==> config.mk <==
export PLATFORM = sky130hd
export DESIGN_NAME = axi_rd_arb
export DESIGN_NICKNAME = d
export VERILOG_FILES = /design/src/rtl/axi_rd_arb_pkg.sv /design/src/rtl/axi_rd_arb_rr.sv /design/src/rtl/axi_rd_arb.sv
export SDC_FILE = /design/constraint.sdc
export NUM_CORES = 1
export LEC_CHECK = 0
export CAP_MARGIN = 15
export CORE_AREA = 2 2 126 128
export DETAILED_ROUTE_END_ITERATION = 16
export DIE_AREA = 0 0 128 130
export GPL_TIMING_DRIVEN = 0
export PLACE_DENSITY = 0.54
export SYNTH_ARGS = -nofsm -noshare
export SYNTH_HDL_FRONTEND = slang
export SYNTH_SLANG_ARGS = --single-unit
==> constraint.sdc <==
create_clock -name clk -period 2.2 [get_ports clk]
set_input_delay 0.55 -clock clk [delete_from_list [all_inputs] [get_ports clk]]
set_output_delay 0.55 -clock clk [all_outputs]
set_load 0.01 [all_outputs]
==> src/rtl/axi_rd_arb_pkg.sv <==
// Shared AXI read-channel widths, arbiter state encoding and the AR payload bundle
// used by the two-master ROM read arbiter.
package axi_rd_arb_pkg;

  localparam int AXI_ID_WIDTH     = 4;
  localparam int AXI_ADDR_WIDTH   = 32;
  localparam int AXI_LEN_WIDTH    = 8;
  localparam int AXI_SIZE_WIDTH   = 3;
  localparam int AXI_BURST_WIDTH  = 2;
  localparam int AXI_LOCK_WIDTH   = 1;
  localparam int AXI_CACHE_WIDTH  = 4;
  localparam int AXI_PROT_WIDTH   = 3;
  localparam int AXI_QOS_WIDTH    = 4;
  localparam int AXI_REGION_WIDTH = 4;
  localparam int AXI_DATA_WIDTH   = 32;
  localparam int AXI_RESP_WIDTH   = 2;

  typedef enum logic [1:0] {
    ARB_IDLE = 2'd0,
    ARB_ADDR = 2'd1,
    ARB_DATA = 2'd2
  } arb_state_e;

  // Field order matches the AR port order so a plain concatenation packs it.
  typedef struct packed {
    logic [AXI_ID_WIDTH-1:0]     id;
    logic [AXI_ADDR_WIDTH-1:0]   addr;
    logic [AXI_LEN_WIDTH-1:0]    len;
    logic [AXI_SIZE_WIDTH-1:0]   size;
    logic [AXI_BURST_WIDTH-1:0]  burst;
    logic [AXI_LOCK_WIDTH-1:0]   lock;
    logic [AXI_CACHE_WIDTH-1:0]  cache;
    logic [AXI_PROT_WIDTH-1:0]   prot;
    logic [AXI_QOS_WIDTH-1:0]    qos;
    logic [AXI_REGION_WIDTH-1:0] region;
  } ar_pay_t;

endpackage

==> src/rtl/axi_rd_arb_rr.sv <==
// Two-way request picker: a lone requester wins; on a tie the pointed-to master
// wins in round-robin mode, master 0 wins in fixed-priority mode.
module rr_arb2 (
  input  logic [1:0] req,
  input  logic       prio_ptr,
  input  logic       rr_en,
  output logic [1:0] gnt
);

  always_comb begin
    gnt = 2'b00;
    case (req)
      2'b01:   gnt = 2'b01;
      2'b10:   gnt = 2'b10;
      2'b11:   gnt = (rr_en && prio_ptr) ? 2'b10 : 2'b01;
      default: gnt = 2'b00;
    endcase
  end

endmodule

==> src/rtl/axi_rd_arb.sv <==
// Shares the instruction ROM AXI read port between the IFU (master 0) and a second
// read master; one transaction at a time, grant locked from AR issue to final R beat.
module axi_rd_arb
  import axi_rd_arb_pkg::*;
#(
  parameter logic RR_EN = 1'b1
) (
  input  logic                        clk,
  input  logic                        rst_n,
  // Handshakes: a transfer occurs on a rising edge where valid && ready are both high;
  // no valid output here depends on the ready it is paired with.
  input  logic                        m0_arvalid,
  output logic                        m0_arready,
  input  logic [AXI_ID_WIDTH-1:0]     m0_arid,
  input  logic [AXI_ADDR_WIDTH-1:0]   m0_araddr,
  input  logic [AXI_LEN_WIDTH-1:0]    m0_arlen,
  input  logic [AXI_SIZE_WIDTH-1:0]   m0_arsize,
  input  logic [AXI_BURST_WIDTH-1:0]  m0_arburst,
  input  logic [AXI_LOCK_WIDTH-1:0]   m0_arlock,
  input  logic [AXI_CACHE_WIDTH-1:0]  m0_arcache,
  input  logic [AXI_PROT_WIDTH-1:0]   m0_arprot,
  input  logic [AXI_QOS_WIDTH-1:0]    m0_arqos,
  input  logic [AXI_REGION_WIDTH-1:0] m0_arregion,
  output logic                        m0_rvalid,
  input  logic                        m0_rready,
  output logic [AXI_ID_WIDTH-1:0]     m0_rid,
  output logic [AXI_DATA_WIDTH-1:0]   m0_rdata,
  output logic [AXI_RESP_WIDTH-1:0]   m0_rresp,
  output logic                        m0_rlast,
  input  logic                        m1_arvalid,
  output logic                        m1_arready,
  input  logic [AXI_ID_WIDTH-1:0]     m1_arid,
  input  logic [AXI_ADDR_WIDTH-1:0]   m1_araddr,
  input  logic [AXI_LEN_WIDTH-1:0]    m1_arlen,
  input  logic [AXI_SIZE_WIDTH-1:0]   m1_arsize,
  input  logic [AXI_BURST_WIDTH-1:0]  m1_arburst,
  input  logic [AXI_LOCK_WIDTH-1:0]   m1_arlock,
  input  logic [AXI_CACHE_WIDTH-1:0]  m1_arcache,
  input  logic [AXI_PROT_WIDTH-1:0]   m1_arprot,
  input  logic [AXI_QOS_WIDTH-1:0]    m1_arqos,
  input  logic [AXI_REGION_WIDTH-1:0] m1_arregion,
  output logic                        m1_rvalid,
  input  logic                        m1_rready,
  output logic [AXI_ID_WIDTH-1:0]     m1_rid,
  output logic [AXI_DATA_WIDTH-1:0]   m1_rdata,
  output logic [AXI_RESP_WIDTH-1:0]   m1_rresp,
  output logic                        m1_rlast,
  output logic                        s_arvalid,
  input  logic                        s_arready,
  output logic [AXI_ID_WIDTH-1:0]     s_arid,
  output logic [AXI_ADDR_WIDTH-1:0]   s_araddr,
  output logic [AXI_LEN_WIDTH-1:0]    s_arlen,
  output logic [AXI_SIZE_WIDTH-1:0]   s_arsize,
  output logic [AXI_BURST_WIDTH-1:0]  s_arburst,
  output logic [AXI_LOCK_WIDTH-1:0]   s_arlock,
  output logic [AXI_CACHE_WIDTH-1:0]  s_arcache,
  output logic [AXI_PROT_WIDTH-1:0]   s_arprot,
  output logic [AXI_QOS_WIDTH-1:0]    s_arqos,
  output logic [AXI_REGION_WIDTH-1:0] s_arregion,
  input  logic                        s_rvalid,
  output logic                        s_rready,
  input  logic [AXI_ID_WIDTH-1:0]     s_rid,
  input  logic [AXI_DATA_WIDTH-1:0]   s_rdata,
  input  logic [AXI_RESP_WIDTH-1:0]   s_rresp,
  input  logic                        s_rlast,
  output logic                        grant_id,
  output logic                        err_last,
  output arb_state_e                  dbg_state
);

  arb_state_e               state, state_nxt;
  logic                     grant_nxt, prio_ptr, prio_nxt, err_nxt;
  logic [AXI_LEN_WIDTH-1:0] beat_rem, beat_nxt;
  logic [1:0]               gnt;
  ar_pay_t                  m0_pay, m1_pay, sel_pay, s_pay;
  logic                     in_addr, in_data, route0, route1;

  rr_arb2 u_pick (
    .req      ({m1_arvalid, m0_arvalid}),
    .prio_ptr (prio_ptr),
    .rr_en    (RR_EN),
    .gnt      (gnt)
  );

  assign m0_pay  = {m0_arid, m0_araddr, m0_arlen, m0_arsize, m0_arburst, m0_arlock,
                    m0_arcache, m0_arprot, m0_arqos, m0_arregion};
  assign m1_pay  = {m1_arid, m1_araddr, m1_arlen, m1_arsize, m1_arburst, m1_arlock,
                    m1_arcache, m1_arprot, m1_arqos, m1_arregion};
  assign sel_pay = grant_id ? m1_pay : m0_pay;

  assign in_addr = (state == ARB_ADDR);
  assign in_data = (state == ARB_DATA);
  assign route0  = in_data && !grant_id;
  assign route1  = in_data && grant_id;

  // AR side: payload is zeroed outside ADDR so idle outputs stay quiet.
  assign s_arvalid = in_addr;
  assign s_pay     = in_addr ? sel_pay : '0;
  assign {s_arid, s_araddr, s_arlen, s_arsize, s_arburst, s_arlock,
          s_arcache, s_arprot, s_arqos, s_arregion} = s_pay;
  assign m0_arready = in_addr && !grant_id && s_arready;
  assign m1_arready = in_addr && grant_id && s_arready;

  // R side: only the granted master sees beats; the other gets zeros.
  assign s_rready  = in_data && (grant_id ? m1_rready : m0_rready);
  assign m0_rvalid = route0 && s_rvalid;
  assign m1_rvalid = route1 && s_rvalid;
  assign {m0_rid, m0_rdata, m0_rresp, m0_rlast} = route0 ? {s_rid, s_rdata, s_rresp, s_rlast} : '0;
  assign {m1_rid, m1_rdata, m1_rresp, m1_rlast} = route1 ? {s_rid, s_rdata, s_rresp, s_rlast} : '0;

  assign dbg_state = state;

  always_ff @(posedge clk or negedge rst_n) begin
    if (!rst_n) begin
      state    <= ARB_IDLE;
      grant_id <= 1'b0;
      prio_ptr <= 1'b0;
      beat_rem <= '0;
      err_last <= 1'b0;
    end else begin
      state    <= state_nxt;
      grant_id <= grant_nxt;
      prio_ptr <= prio_nxt;
      beat_rem <= beat_nxt;
      err_last <= err_nxt;
    end
  end

  always_comb begin
    state_nxt = state;
    grant_nxt = grant_id;
    prio_nxt  = prio_ptr;
    beat_nxt  = beat_rem;
    err_nxt   = err_last;
    case (state)
      ARB_IDLE: begin
        if (|gnt) begin
          state_nxt = ARB_ADDR;
          grant_nxt = gnt[1];
        end
      end
      ARB_ADDR: begin
        if (s_arready) begin
          beat_nxt  = sel_pay.len;
          state_nxt = ARB_DATA;
        end
      end
      ARB_DATA: begin
        if (s_rvalid && s_rready) begin
          // beat_rem saturates at zero; rlast must coincide exactly with zero.
          if (beat_rem != '0) beat_nxt = beat_rem - 1'b1;
          if (s_rlast != (beat_rem == '0)) err_nxt = 1'b1;
          if (s_rlast) begin
            state_nxt = ARB_IDLE;
            if (RR_EN) prio_nxt = ~grant_id;
          end
        end
      end
      default: state_nxt = ARB_IDLE;
    endcase
  end

endmodule

; Word-level counts from Yosys, hierarchy flattened
; Index checks and enable logic that the tools add are counted.
[word_totals]
reg_bits = 13
word_cells = 55
[op_classes]
n_addsub = 1
eq_ne = 11
muxes = 16
bitwise_logic = 1
n_reduce_logical = 21
[op_table]
columns = cell, count
row1 = 2-to-1 mux 65 bit, 2
row2 = 2-to-1 mux 39 bit, 2
row3 = 2-to-1 mux 8 bit, 3
row4 = one-hot mux 8 bit (2 select lines), 1
row5 = one-hot mux 2 bit (3 select lines), 2
row6 = logical AND 1 bit, 10
row7 = 2-to-1 mux 2 bit, 5
row8 = logical NOT 8 bit, 1
row9 = AND reduction 4 bit, 2
row10 = nonzero test 8 bit, 1
row11 = "subtractor 8 x 1 -> 8 bit, second input constant", 1
row12 = "== test 2 bit, second input constant", 3
row13 = "inequality test 2 bit, second input constant", 3
row14 = AND reduction 3 bit, 2
row15 = "== test 2 x 1 -> 1 bit, second input constant", 2
row16 = "inequality test 2 x 1 -> 1 bit, second input constant", 2
row17 = logical NOT 2 bit, 1
row18 = AND reduction 2 bit, 1
row19 = nonzero test 2 bit, 1
row20 = OR reduction 2 bit, 1
row21 = logical NOT 1 bit, 1
row22 = 2-to-1 mux 1 bit, 1
row23 = inequality test 1 bit, 1
row24 = NOT 1 bit, 1

; Logic depth before layout (Yosys ltp)
[depth]
depth_word = 5
ltp_mapped = 7
ltp_nobuf = 6

; Hierarchy
; Synthesis repeated with hierarchy kept, for this count alone.
[hier_totals]
cells_unflattened = 334
area_unflattened_um2 = 2348.5
[modules_own_cells]
columns = module, n_inst, cells_per_inst, area_per_inst_um2
row1 = axi_rd_arb, 1, 330, 2327.2
row2 = rr_arb2, 1, 4, 21.3

; Worst setup path before layout
; No wires, ideal clock.
[synth_timing]
path_kind = register to register
from = reg beat_rem[0]
to = reg beat_rem[1]
t_arrival_ps = 2153
required_time_ps = 2075
setup_slack_ps = -78
stages_incl_launch_ff = 8
n_path_buf = 1
cell_sequence = dfrtp_1 -> inv_1 -> ha_1 -> or4b_4 -> or4_1 -> buf_2 -> a21oi_4 -> mux2_4
[synth_via]
elab_chain_cells = 4
word_cells_on_any_way = 7
[synth_rtl]
columns = element, line
row1 = from (decl), axi_rd_arb.sv:73  ; logic [AXI_LEN_WIDTH-1:0] beat_rem, beat_nxt;
row2 = from (signal assigned), axi_rd_arb.sv:124  ; beat_rem <= beat_nxt;
row3 = subtractor 8 x 1 -> 8 bit, axi_rd_arb.sv:151  ; if (beat_rem != '0) beat_nxt = beat_rem - 1'b1;
row4 = 2-to-1 mux 8 bit, axi_rd_arb.sv:151
row5 = 2-to-1 mux 8 bit, axi_rd_arb.sv:149  ; if (s_rvalid && s_rready) begin
row6 = one-hot mux 8 bit (2 select lines), axi_rd_arb.sv:135  ; case (state)
; Parallel ways exist; a longest one is shown, timed or not. The select of a mux whose other input is x is not followed.
; A chain may end at the register's enable or synchronous reset.

; Worst setup path in the final report
[layout_timing]
from = reg beat_rem[1]
to = reg beat_rem[1]
; Same word-level chain as after synthesis.

==> results by group <==
Outcome
  • Status: complete, but fails checks
  • Failing checks: setup timing

Die
  • Die width: 128 µm
  • Rows: 46
  • Starting Density: 15.10%
  • Core Footprint: 15,420 µm²
  • Ports: 330
  • Die H: 130 µm
  • Die Area: 16,640 µm²

Critical path
  • Worst r2r path cells: 6
  • Slowest-stage cell, CP: or4_4
  • CP Max Fanout: 5
  • Worst setup endpoint: beat_rem[1]
  • R2r setup slk: -0.03 ns
  • Req. time, crit path: 2.33 ns
  • Setup crit start kind: register
  • Worst R2R End: beat_rem[1]
  • Crit path arrival time: 2.36 ns
  • Reg2reg start: beat_rem[1]
  • Setup crit end kind: register
  • Slowest stage delay, CP: 0.48 ns
  • Origin of the worst setup path: beat_rem[1]
  • Setup CP Type: register to register
  • CP cell instances: inv_2 > ha_4 > or4b_4 > or4_4 > a21oi_4 > mux2_4

Timing
  • Final worst setup slack: -0.02846 ns
  • Min Tclk post-route: 2.228 ns
  • Slew Viols, Final: 0
  • Max Clock Freq: 448.7 MHz
  • Slew margin rel.: 59.46%
  • Final hold violations: 0
  • Min Hold Slack: 0.5312 ns
  • Worst Skew: 0.001506 ns
  • Period utilisation layout: 101.3%
  • Least-Margin Pin Slew: 0.6063 ns
  • RSZ-0062 raised after global routing: yes
  • Final Setup Violations: 1

Layout
  • Most frequent cells in the layout: 178 x clkdlybuf4s50_1, 78 x nor2_1, 60 x mux2i_1
  • Most common cell after layout, fill and taps aside: clkdlybuf4s50_1
  • Fin cells: 900
  • ANT cells: 0
  • Layout Utilization: 41.66%
  • Area grow syn2layout: 176.0%
  • Post-route cell area: 6426 µm²
  • Share of post-route cells with drive strength above 1: 30.08%
  • Final #Nets: 887

Global routing
  • GRT Util Overall: 16.48%
  • Met1 Use GR: 18.90%
  • Largest net degree at the start of global routing: 14
  • First-pass GRT wire length: 21,440 µm
  • GR Layer Usage met2: 31.93%
  • Initial antenna violation count: 2
  • Met3 usage: 3.403%
  • Total gr overflow: 0
  • Vias in the first global route: 3,888
  • GRT busiest layer: met2

Clock network
  • Clk_lat worst skew: 0.25 ns
  • Root Buffer: clkbuf_16
  • CTS Buf Count: 3
  • CTS tree: done
  • Max Buffers Root-to-Sink: 2
  • H-tree depth: 1
  • Hold_buf cts: 0
  • CTS Sinks: 13
  • Clk slew on worst S/H paths: 0.05 ns

Synth
  • Synth area leaders: mux2i_1 29%, dfrtp_1 14%, nor2_1 13%
  • Sequential-to-total area share from yosys stat: 13.97%
  • Syn Area/Cell: 6.992 µm²
  • EDFF count, synth: 0
  • Synth warn: 0
  • Syn Inst Count: 333
  • Mapped cell area: 2328 µm²
  • Distinct cells, synth: 37
  • Most used DFF post-synth: dfrtp_1
  • Post-synth ARST share: 100.0%
  • Synth top area share: 28.80%
  • Yosys reg bits: 13
  • Top cell type by total area after synthesis: mux2i_1
  • Net Count, Synth: 511

Placed design
  • Port bufs: 329
  • RePlAce Congestion: 0.8084
  • Hpwl dp: 12,470 µm
  • DP Cell Count: 854
  • Placed Area: 5884 µm²

Worst hold path
  • Worst Hold Class: register to register
  • Hold path cells: 1

Routing
  • Remaining DRCs: 0
  • Drt wl/cell: 17.02 µm
  • Post-route ant nets: 0
  • Vias per std cell: 4.337
  • Iteration-0 DRC Markers: 102
  • Initial DRT Pass Iterations: 4
  • Vias: 3,903
  • Final WL: 15,320 µm

Power and ir drop
  • PwrDens: 1003 nW/µm²
  • Static leakage: 3.325 nW
  • Max rail drop VDD: 0.3702 mV

Flow run
  • Max Cap Viol: 0
## synth_stat cells (3+ instances only)
library cell   n
clkbuf_1      23
a31oi_1        3
nand3_1        5
and3_1        41
mux2i_1       67
buf_1          7
nor2_1        80
and2_1        42
nand2_1        4
a21oi_1        3
inv_1          4
nor3_1         4
dfrtp_1       13
o211ai_1       8
## sequential cells by signal, indices dropped and copies added (netlist names)
register / cells
grant_id: 1
err_last: 1
dbg_state: 2
prio_ptr: 1
beat_rem: 8
## worst min-delay path by stage
stage,endpoint,slack [ns],startpoint
final,err_last,0.53,err_last
after global routing,err_last,0.55,err_last
after CTS,err_last,0.52,err_last
after detailed placement,err_last,0.48,err_last
after global placement,err_last,0.45,err_last
after floorplan,beat_rem[0],0.25,rst_n
## metal layers
layer  up-vias  wire length, µm
met5         -               33
li1       1903                -
met4         4              119
met1      1784             5978
met3        13             1200
met2       199             7986
## through the flow
stage | total power [mW] | setup TNS (ns) | setup WS [ns]
6_report | 6.447 | -0.02846 | -0.02846
4_1_cts | 6.224 | -1.180 | -0.1756
3_5_place_dp | 5.124 | -105.41 | -0.9860
5_1_grt | 6.887 | -1.528 | -0.07796
3_3_place_gp | 5.071 | -100.24 | -0.9544
2_1_floorplan | 2.716 | -0.009583 | -0.009583
## cell type report
cell class                      instances  area [µm²]
Fill cell                            1642        8999
Buffer                                 29       427.9
Inverter                                4       15.01
Tap cell                              192       240.2
Timing Repair Buffer                  374        3323
Clock buffer                            4       78.83
Sequential cell                        13       327.8
Multi-Input combinational cell        284        2013
## cell families (layout without fill, tap and decap cells)
group	Yosys count	count (layout)	share of synthesized area [%]
compound gates	23	23	7.201
xor+xnor	1	1	0.3762
fa+ha+maj	1	1	0.5373
buf+inv	36	411	5.911
flops	13	13	13.97
mux	68	68	29.45
simple gates	191	191	42.56
## what timing repair did
| item | in CTS | in global routing |
|---|---|---|
| buffers inserted | 23 | 13 |
| pin swaps | 1 | 5 |
| hold endpoints to repair | 0 | 0 |
| cloned | 5 | 4 |
| endpoints found under the setup margin | 153 | 86 |
| gates resized for setup | 477 | 114 |
## report_power, final
| part | internal, mW | leakage, nW | switching (mW) |
|---|---|---|---|
| clock | 0.245 | 0.0382 | 0.109 |
| sequential | 0.363 | 0.147 | 0.120 |
| combinational | 3.05 | 3.14 | 2.56 |
| total | 3.66 | 3.33 | 2.79 |
## worst max-delay path, delay by kind of cell (launching register included)
kind / cells / cell delay, ns
and+or+nand+nor: 2 / 0.95
buffers and inverters: 1 / 0.08
DFF: 1 / 0.40
adders and majority gates: 1 / 0.13
AOI/OAI and AO/OA: 1 / 0.23
muxes: 1 / 0.32
No activity file was read; power rests on OpenSTA's default activity.
